File: src/rtl/pipe_hazard_unit.sv
// Hazard and forwarding controller: tracks in-flight destinations after ID and
// produces stall, bubble, whole-pipe freeze and operand forwarding selects.
module pipe_hazard_unit #(
  parameter int RA_W   = 4,
  parameter int STAGES = 3,
  parameter int FWD_EN = 1,
  parameter int SEL_W  = 2,
  parameter int CNT_W  = 16
) (
  input  logic             clk,
  input  logic             rst,
  input  logic             id_valid,
  input  logic [RA_W-1:0]  id_rn,
  input  logic [RA_W-1:0]  id_rm,
  input  logic             id_use_rn,
  input  logic             id_two_src,
  input  logic [RA_W-1:0]  id_dest,
  input  logic             id_wb_en,
  input  logic             id_mem_r_en,
  input  logic             branch_taken,
  input  logic             mem_ready,
  input  logic             cnt_clr,
  output logic             hazard,
  output logic             bubble,
  output logic             freeze_all,
  output logic [SEL_W-1:0] fwd_sel_rn,
  output logic [SEL_W-1:0] fwd_sel_rm,
  output logic [CNT_W-1:0] stall_cnt
);

  localparam bit FWD = (FWD_EN != 0);

  logic [STAGES:1] sb_v;
  logic [STAGES:1] sb_wb;
  logic [STAGES:1] sb_mr;
  logic [RA_W-1:0] sb_dest [1:STAGES];

  logic [STAGES:1] hit_rn;
  logic [STAGES:1] hit_rm;
  logic            raw_hz;
  logic            issue;

  // Lowest set bit index of the hit vector: the youngest producer wins.
  function automatic logic [SEL_W-1:0] youngest(input logic [STAGES:1] hits);
    logic [SEL_W-1:0] sel;
    sel = '0;
    for (int k = STAGES; k >= 1; k--) begin
      if (hits[k]) sel = SEL_W'(k);
    end
    return sel;
  endfunction

  function automatic logic [CNT_W-1:0] sat_inc(input logic [CNT_W-1:0] val);
    logic [CNT_W-1:0] res;
    if (&val) res = val;
    else      res = val + 1'b1;
    return res;
  endfunction

  always_comb begin
    hit_rn = '0;
    hit_rm = '0;
    for (int k = 1; k <= STAGES; k++) begin
      hit_rn[k] = id_valid & id_use_rn  & sb_v[k] & sb_wb[k] & (sb_dest[k] == id_rn);
      hit_rm[k] = id_valid & id_two_src & sb_v[k] & sb_wb[k] & (sb_dest[k] == id_rm);
    end
  end

  // In forwarding mode only a load still in EXE cannot be bypassed.
  always_comb begin
    raw_hz     = 1'b0;
    fwd_sel_rn = '0;
    fwd_sel_rm = '0;
    if (FWD) begin
      raw_hz     = sb_mr[1] & (hit_rn[1] | hit_rm[1]);
      fwd_sel_rn = youngest(hit_rn);
      fwd_sel_rm = youngest(hit_rm);
    end else begin
      raw_hz     = (|hit_rn) | (|hit_rm);
    end
  end

  assign freeze_all = ~mem_ready;
  assign hazard     = raw_hz & ~branch_taken;
  assign bubble     = hazard & ~freeze_all;
  assign issue      = id_valid & ~hazard & ~branch_taken;

  // Scoreboard shift: control (valid) bits, cleared by reset.
  always_ff @(posedge clk or negedge rst) begin
    if (!rst) begin
      sb_v <= '0;
    end else if (!freeze_all) begin
      sb_v <= {sb_v[STAGES-1:1], issue};
    end
  end

  // Scoreboard shift: payload fields, qualified by sb_v so no reset needed.
  always_ff @(posedge clk) begin
    if (!freeze_all) begin
      sb_wb      <= {sb_wb[STAGES-1:1], id_wb_en};
      sb_mr      <= {sb_mr[STAGES-1:1], id_mem_r_en};
      sb_dest[1] <= id_dest;
      for (int k = 2; k <= STAGES; k++) begin
        sb_dest[k] <= sb_dest[k-1];
      end
    end
  end

  // Stall counter: counts hazard and memory-wait cycles, clear wins.
  always_ff @(posedge clk or negedge rst) begin
    if (!rst) begin
      stall_cnt <= '0;
    end else if (cnt_clr) begin
      stall_cnt <= '0;
    end else if (hazard | freeze_all) begin
      stall_cnt <= sat_inc(stall_cnt);
    end
  end

endmodule

File: config.mk
export PLATFORM = sky130hd
export DESIGN_NAME = pipe_hazard_unit
export DESIGN_NICKNAME = d
export VERILOG_FILES = /design/src/rtl/pipe_hazard_unit.sv
export SDC_FILE = /design/constraint.sdc
export NUM_CORES = 1
export LEC_CHECK = 0
export CAP_MARGIN = 25
export CORE_MARGIN = 4
export CORE_UTILIZATION = 40
export DETAILED_ROUTE_END_ITERATION = 7
export PLACE_DENSITY = 0.63
export SETUP_SLACK_MARGIN = 0.2
export SYNTH_ARGS = -nofsm -noshare
export SYNTH_HDL_FRONTEND = slang
export SYNTH_SLANG_ARGS = --single-unit
File: constraint.sdc
create_clock -name clk -period 3.05 [get_ports clk]
set_input_delay 0.4575 -clock clk [delete_from_list [all_inputs] [get_ports clk]]
set_output_delay 0.4575 -clock clk [all_outputs]
set_load 0.01 [all_outputs]
Word level (Yosys, flattened, before mapping)
Memories as Yosys holds them, arrays and structs flattened. Cells that the tools add are included.

Logic and storage cells: 57. Input port bits: 22. Bits in registers: 23. Memories kept: 1. Bits in writable memories: 12. Output and inout port bits: 23.

Bitwise operators: 30. Eq/ne operators: 7. Add/subtract/negate cells: 1. Reductions and logical operators: 3. Muxes and demuxes: 11.

Memory list: sb_dest (depth 3, bits a word 4, read ports 3, clocked after Yosys merged registers in 0, write ports 3, line 36) `logic [RA_W-1:0] sb_dest [1:STAGES];`.

Operators by type and width (number): 16-bit two-way mux (3); 1-bit AND (25); 4-bit == test (6); 16-bit by 1-bit adder with 16-bit output, second input constant (1); 16-bit AND reduction (1); 2-bit two-way mux (6); 1-bit inverter (3); 1-bit two-way mux (2); 2-bit inequality test, second input constant (1); 1-bit bitwise OR (2); 2-bit AND reduction (1); 2-bit nonzero test (1).

Depth between registers and ports, before layout
Depth after elaboration: 10. Depth in mapped cells: 8. Gate-level depth less buffers: 7.

Worst setup path after synthesis
Ideal clock, no wire load.

Path type: input to output. Start: in id_rn[0]. End: out bubble. Path buffers: 0. Data required time: 2.592 ns. Arrival: 1.920 ns. Setup slack: 0.673 ns. Stages on the path: 5. Cell sequence: nor2b_1 or4_4 or3_1 a21oi_1 and2_1.

Word-level cells in the longest chain between the ends: 6.

Ends and longest elaborated chain: from (decl) (line 13) `input logic [RA_W-1:0] id_rn,`; 4-bit == test (line 64) `hit_rn[k] = id_valid & id_use_rn & sb_v[k] & sb_wb[k] & (sb_dest[k] == id_rn);`; 1-bit AND (line 64); 1-bit bitwise OR (line 75) `raw_hz = sb_mr[1] & (hit_rn[1] | hit_rm[1]);`; 1-bit AND (line 75); 1-bit AND (line 84) `assign hazard = raw_hz & ~branch_taken;`; net hazard (line 23) `output logic hazard,`; 1-bit AND (line 85) `assign bubble = hazard & ~freeze_all;`; to (decl) (line 24) `output logic bubble,`.

The timed path passes the listed nets, and every way through them passes these cells.

Worst setup path in the final report
Start: in id_rn[0]. End: out fwd_sel_rn[0].

Word-level cells in the longest chain between the ends: 5. Elaborated cells on any way between the ends: 9.

Ends and longest elaborated chain: 4-bit == test (line 64); 1-bit AND (line 64); 2-bit two-way mux (2 in series) (line 48) `if (hits[k]) sel = SEL_W'(k);`; 2-bit two-way mux * (line 48); to (decl) (line 26) `output logic [SEL_W-1:0] fwd_sel_rn,`.

Every way passes the cells marked *; elsewhere a longest branch is shown, timed or not.

==> results by stage <==
Worst setup path:
- STA classifies the critical path startpoint as a primary input.
- The critical path is of the primary input to primary output type.
- For flop-to-flop paths, the worst setup slack is 0.56 ns.
- The buffering stage count on the worst path with inverters included is 3.
- The startpoint of the lowest-slack register-to-register path is stall_cnt[0].
- The terminus of the critical flop-to-flop path is stall_cnt[11].
- The biggest cell delay along the critical path is about 0.51 ns.
- STA puts the critical path data arrival time at ~2.3 ns.
- The start point of the critical path is id_rn[0].
- For the worst setup path, the data required time is about 2.6 ns.
- The slowest cell on the critical path is or4_4.
- The number of cells on the critical path is 7.
- The element type at the critical path end is a primary output.
- The largest driver fanout on the critical path is 2.
- In this design, the largest share of critical-path delay is due to simple AND/OR/NAND/NOR gates.
- The destination of the critical timing path is fwd_sel_rn[0].
- Traced cell by cell, the critical path runs through clkdlybuf4s50_1, nor2b_1, or4_4, or3_4, buf_4, nand2_1, dlygate4sd2_1.
- The worst register-to-register path has a depth of 7.

Floorplanning:
- The die footprint is 6020 um2.
- The core area is 4690 um2.
- The row count is 25.
- During I/O placement, the number of pins put on the boundary was 45.
- Measured along the y axis, the die boundary spans 77.6 um.
- The initial utilization of the core area, before any placement, comes to between 40% and 50%.
- In this run the horizontal extent of the chip is just under 80 um.

Placed design:
- The weighted congestion reported at the end of routability-driven placement is 0.820.
- The instance area at placement is between 2000 and 3000 um2.
- After legalization and detailed placement, the total HPWL measured 3.20 mm.
- The number of instances in the placed design is 295.
- The number of port buffers is 44.
- The pre-CTS setup slack is -0.154 ns.

Global route:
- The number of antenna violations at the first check in global routing is 0.
- For this run the aggregate overflow at the end of global routing stands at 0.
- In the global route stage, overall resource usage came out at about 15%.
- The first global-routing pass estimated about 7.4 mm of wire.
- The maximum number of pins on one net before global-route repair is 26.
- The number of global-route vias before repair was between 1500 and 2000.

STA:
- The portion of the clock cycle consumed by the worst path in the final layout is about nine tenths.
- The number of pins with negative max-slew slack in the final report came to 0.
- The final worst-path setup slack is about 0.27 ns.
- At the pin with the least slew margin, the transition time is around 0.86 ns.
- Setup repair after global routing left no endpoint under its margin.
- Setup violations remaining at the end of the flow were counted as 0.
- The hold violation count in the final report is 0.
- Across the routed clock network, the largest skew measured is around 0.0047 ns.
- The worst relative slew slack is between 40% and 50%.
- The achievable clock frequency is 360 MHz.
- The worst path in the final design needs a cycle of around 2.8 ns, including I/O delays and setup.

Yosys:
- Summing the sequential cell areas from Yosys gives 49.4% of the chip area.
- The mean cell area of the mapped netlist is 10.4 um2.
- The number of synthesized register bits is 35.
- The count of unique library cells instantiated by Yosys is 37.
- The synthesized instance count is around 190.
- The net count after synthesis is 210.
- During synthesis, Yosys emitted a total of 0 warnings.
- The cell area that synthesis handed to floorplanning was roughly 1900 um2.

Power and ir drop:
- Summed over all cells, the static leakage comes to approximately 1.1 nW.
- The power density of the placed cells is between 300 and 400 nW/um2.
- IR analysis of the VDD net gives a maximum drop of about 0.23 mV.
- The share of total power dissipated in the clock network is roughly 33%.
- The switching share of total power is roughly 25%.
- For this design the total switching power over the nets is between 200 and 300 uW.
- The sequential cell fraction of total power is a little over half.
- The combinational cell fraction of total power is 13.8%.
- Cell internal power was estimated by the tool at 753 uW.

Clocking:
- After clock tree synthesis, the flow added hold-fix buffers numbering 0.
- The post-CTS setup buffer count is 0.
- Clock-pin slew was measured on the worst setup and hold paths at around 0.070 ns.
- For the worst-skew pair, the clock arrives at the later sink with an insertion delay of around 0.28 ns.
- The CTS root buffer is clkbuf_8.
- The maximum clock insertion buffer count is 2.
- TritonCTS built the clock tree.
- The CTS buffer count is 5.
- The clock sink count is 35.
- The clock tree synthesis step divided the H-tree into 2 levels.

Final layout:
- Leaving out filler cells and counting taps, the final layout contains approximately 300.
- The finished cells cover approximately 2700 um2.
- The post-route netlist has 14.0% of its cells at a drive strength greater than 1.
- The number of antenna diodes in the final layout is 0.
- After the last flow step, the layout net total stands at 272.
- The final design utilization is 56.5%.
- The signed area change from the synthesized netlist to the final layout is 37.0%.

Drt:
- The detail-routed net length per standard cell is between 10 and 15 um.
- The number of nets with antenna violations after routing is 0.
- Before antenna repair, the detailed router went through 4 iterations.
- For this run, design rule violations remaining after detail routing come to 0.
- Summed over all layers, the routed wires come to 4.23 mm.
- The detailed router finished its first iteration with 82 violations.
- Detailed routing inserted a total of 1588 vias.
- The detail-routed via count per cell is around 5.2.

Run status:
- The run finished with clean final reports.

Run:
- Max-cap violations in this run came to 0.

Worst hold path:
- The path type of the worst min-delay path is flop to flop.
- The number of stages on the worst hold path is 0.
[sequential cells by signal (all words and copies together) (netlist names)]
name,cells
stall_cnt,16
sb_dest,12
sb_v,3
sb_wb,3
sb_mr,1
[worst reg2reg max path: cells and delay by family, from the launching register on]
kind          cells  cell delay [ns]
fa+ha+maj         1             0.19
flops             1             0.43
simple gates      5             1.44
mux               1             0.31
[worst min path at each step]
stage | start | to | slack, ns
floorplan | rst | sb_v[1] | 0.16
global placement | sb_wb[2] | sb_wb[3] | 0.43
detailed placement | sb_wb[2] | sb_wb[3] | 0.43
CTS | sb_wb[2] | sb_wb[3] | 0.45
global route | sb_wb[1] | sb_wb[2] | 0.49
finish | sb_wb[2] | sb_wb[3] | 0.46
[Yosys cell counts (all sizes together)]
cell    instances  area, um2
dfrtp          19        475
edfxtp         16        480
nand2          16       60.1
xnor2          15        131
nand3          12       60.1
nor2b          12       75.1
o21ai           9       45.0
or3             9       56.3
a21oi           8       40.0
mux2            7       78.8
and3            6       37.5
nor3            6       30.0
or4             6       48.8
xor2            6       52.6
inv             5       18.8
nor2            5       18.8
nand2b          4       25.0
nand4           4       25.0
clkbuf          3       11.3
and2            2       12.5
buf             2       16.3
nor3b           2       15.0
nor4            2       27.5
o41ai           2       17.5
a211o           1       8.76
a21boi          1       7.51
a311oi          1       8.76
and4            1       8.76
ha              1       12.5
mux2i           1       10.0
o21a            1       7.51
o22ai           1       6.26
or2             1       6.26
[kinds of logic (layout without fill, tap and decap cells)]
family	Yosys count	count (layout)	synth area share [%]
buffers and inverters	10	73	2.39
muxes	8	8	4.59
AOI/OAI and AO/OA	24	24	7.31
xor gates and xnor gates	21	21	9.50
and+or+nand+nor	88	88	26.2
adders and majority gates	1	1	0.646
DFF	35	35	49.4
[cell type report]
class / count / area (um2)
clock buffer: 5 / 68.8
clock inverter: 3 / 20.0
fill: 429 / 2040
inverter: 5 / 18.8
multi-input combinational: 142 / 967
sequential: 35 / 956
tap: 54 / 67.6
timing repair buffer: 60 / 554
[metrics by stage]
step	hold WS [ns]	TNS [ns]	total power, mW
finish	0.455	0	1.01
global route	0.490	0	1.06
CTS	0.452	0	1.01
detailed placement	0.435	-0.234	0.685
global placement	0.433	-0.158	0.685
floorplan	0.162	0	0.606
[power by group through the flow]
stage,Sequential [mW],Combinational [mW],Clock (mW)
finish,0.540,0.139,0.327
global route,0.543,0.154,0.362
CTS,0.540,0.135,0.336
detailed placement,0.550,0.135,0
global placement,0.550,0.135,0
floorplan,0.546,0.0603,0
[placed cells by master (no fill, tap or decap), drive strengths merged, types with 2 or more instances in the layout]
cell | synthesis | routed
clkdlybuf4s50 | 0 | 37
dfrtp | 19 | 19
nand2 | 16 | 16
edfxtp | 16 | 16
xnor2 | 15 | 15
buf | 2 | 15
nor2b | 12 | 12
nand3 | 12 | 12
o21ai | 9 | 9
or3 | 9 | 9
a21oi | 8 | 8
clkbuf | 3 | 8
mux2 | 7 | 7
xor2 | 6 | 6
and3 | 6 | 6
or4 | 6 | 6
nor3 | 6 | 6
inv | 5 | 5
nor2 | 5 | 5
nand4 | 4 | 4
nand2b | 4 | 4
dlygate4sd2 | 0 | 4
nor4 | 2 | 2
o41ai | 2 | 2
and2 | 2 | 2
nor3b | 2 | 2
clkinvlp | 0 | 2
[what timing repair did]
action | 4_1_cts | 5_1_grt
pin swaps | 0 | 0
setup endpoints to repair | 6 | 4
gates resized for setup | 8 | 8
endpoints found under the hold margin | 0 | 0
[routing by layer]
layer  vias up  track usage (%)  wire, um
met1       744             21.9      2070
met3         6             3.71       188
li1        799                -         -
met5         -                0         0
met4         0             5.34        48
met2        39             22.6      1920
Note: power is estimated with default switching activity, not from simulation.
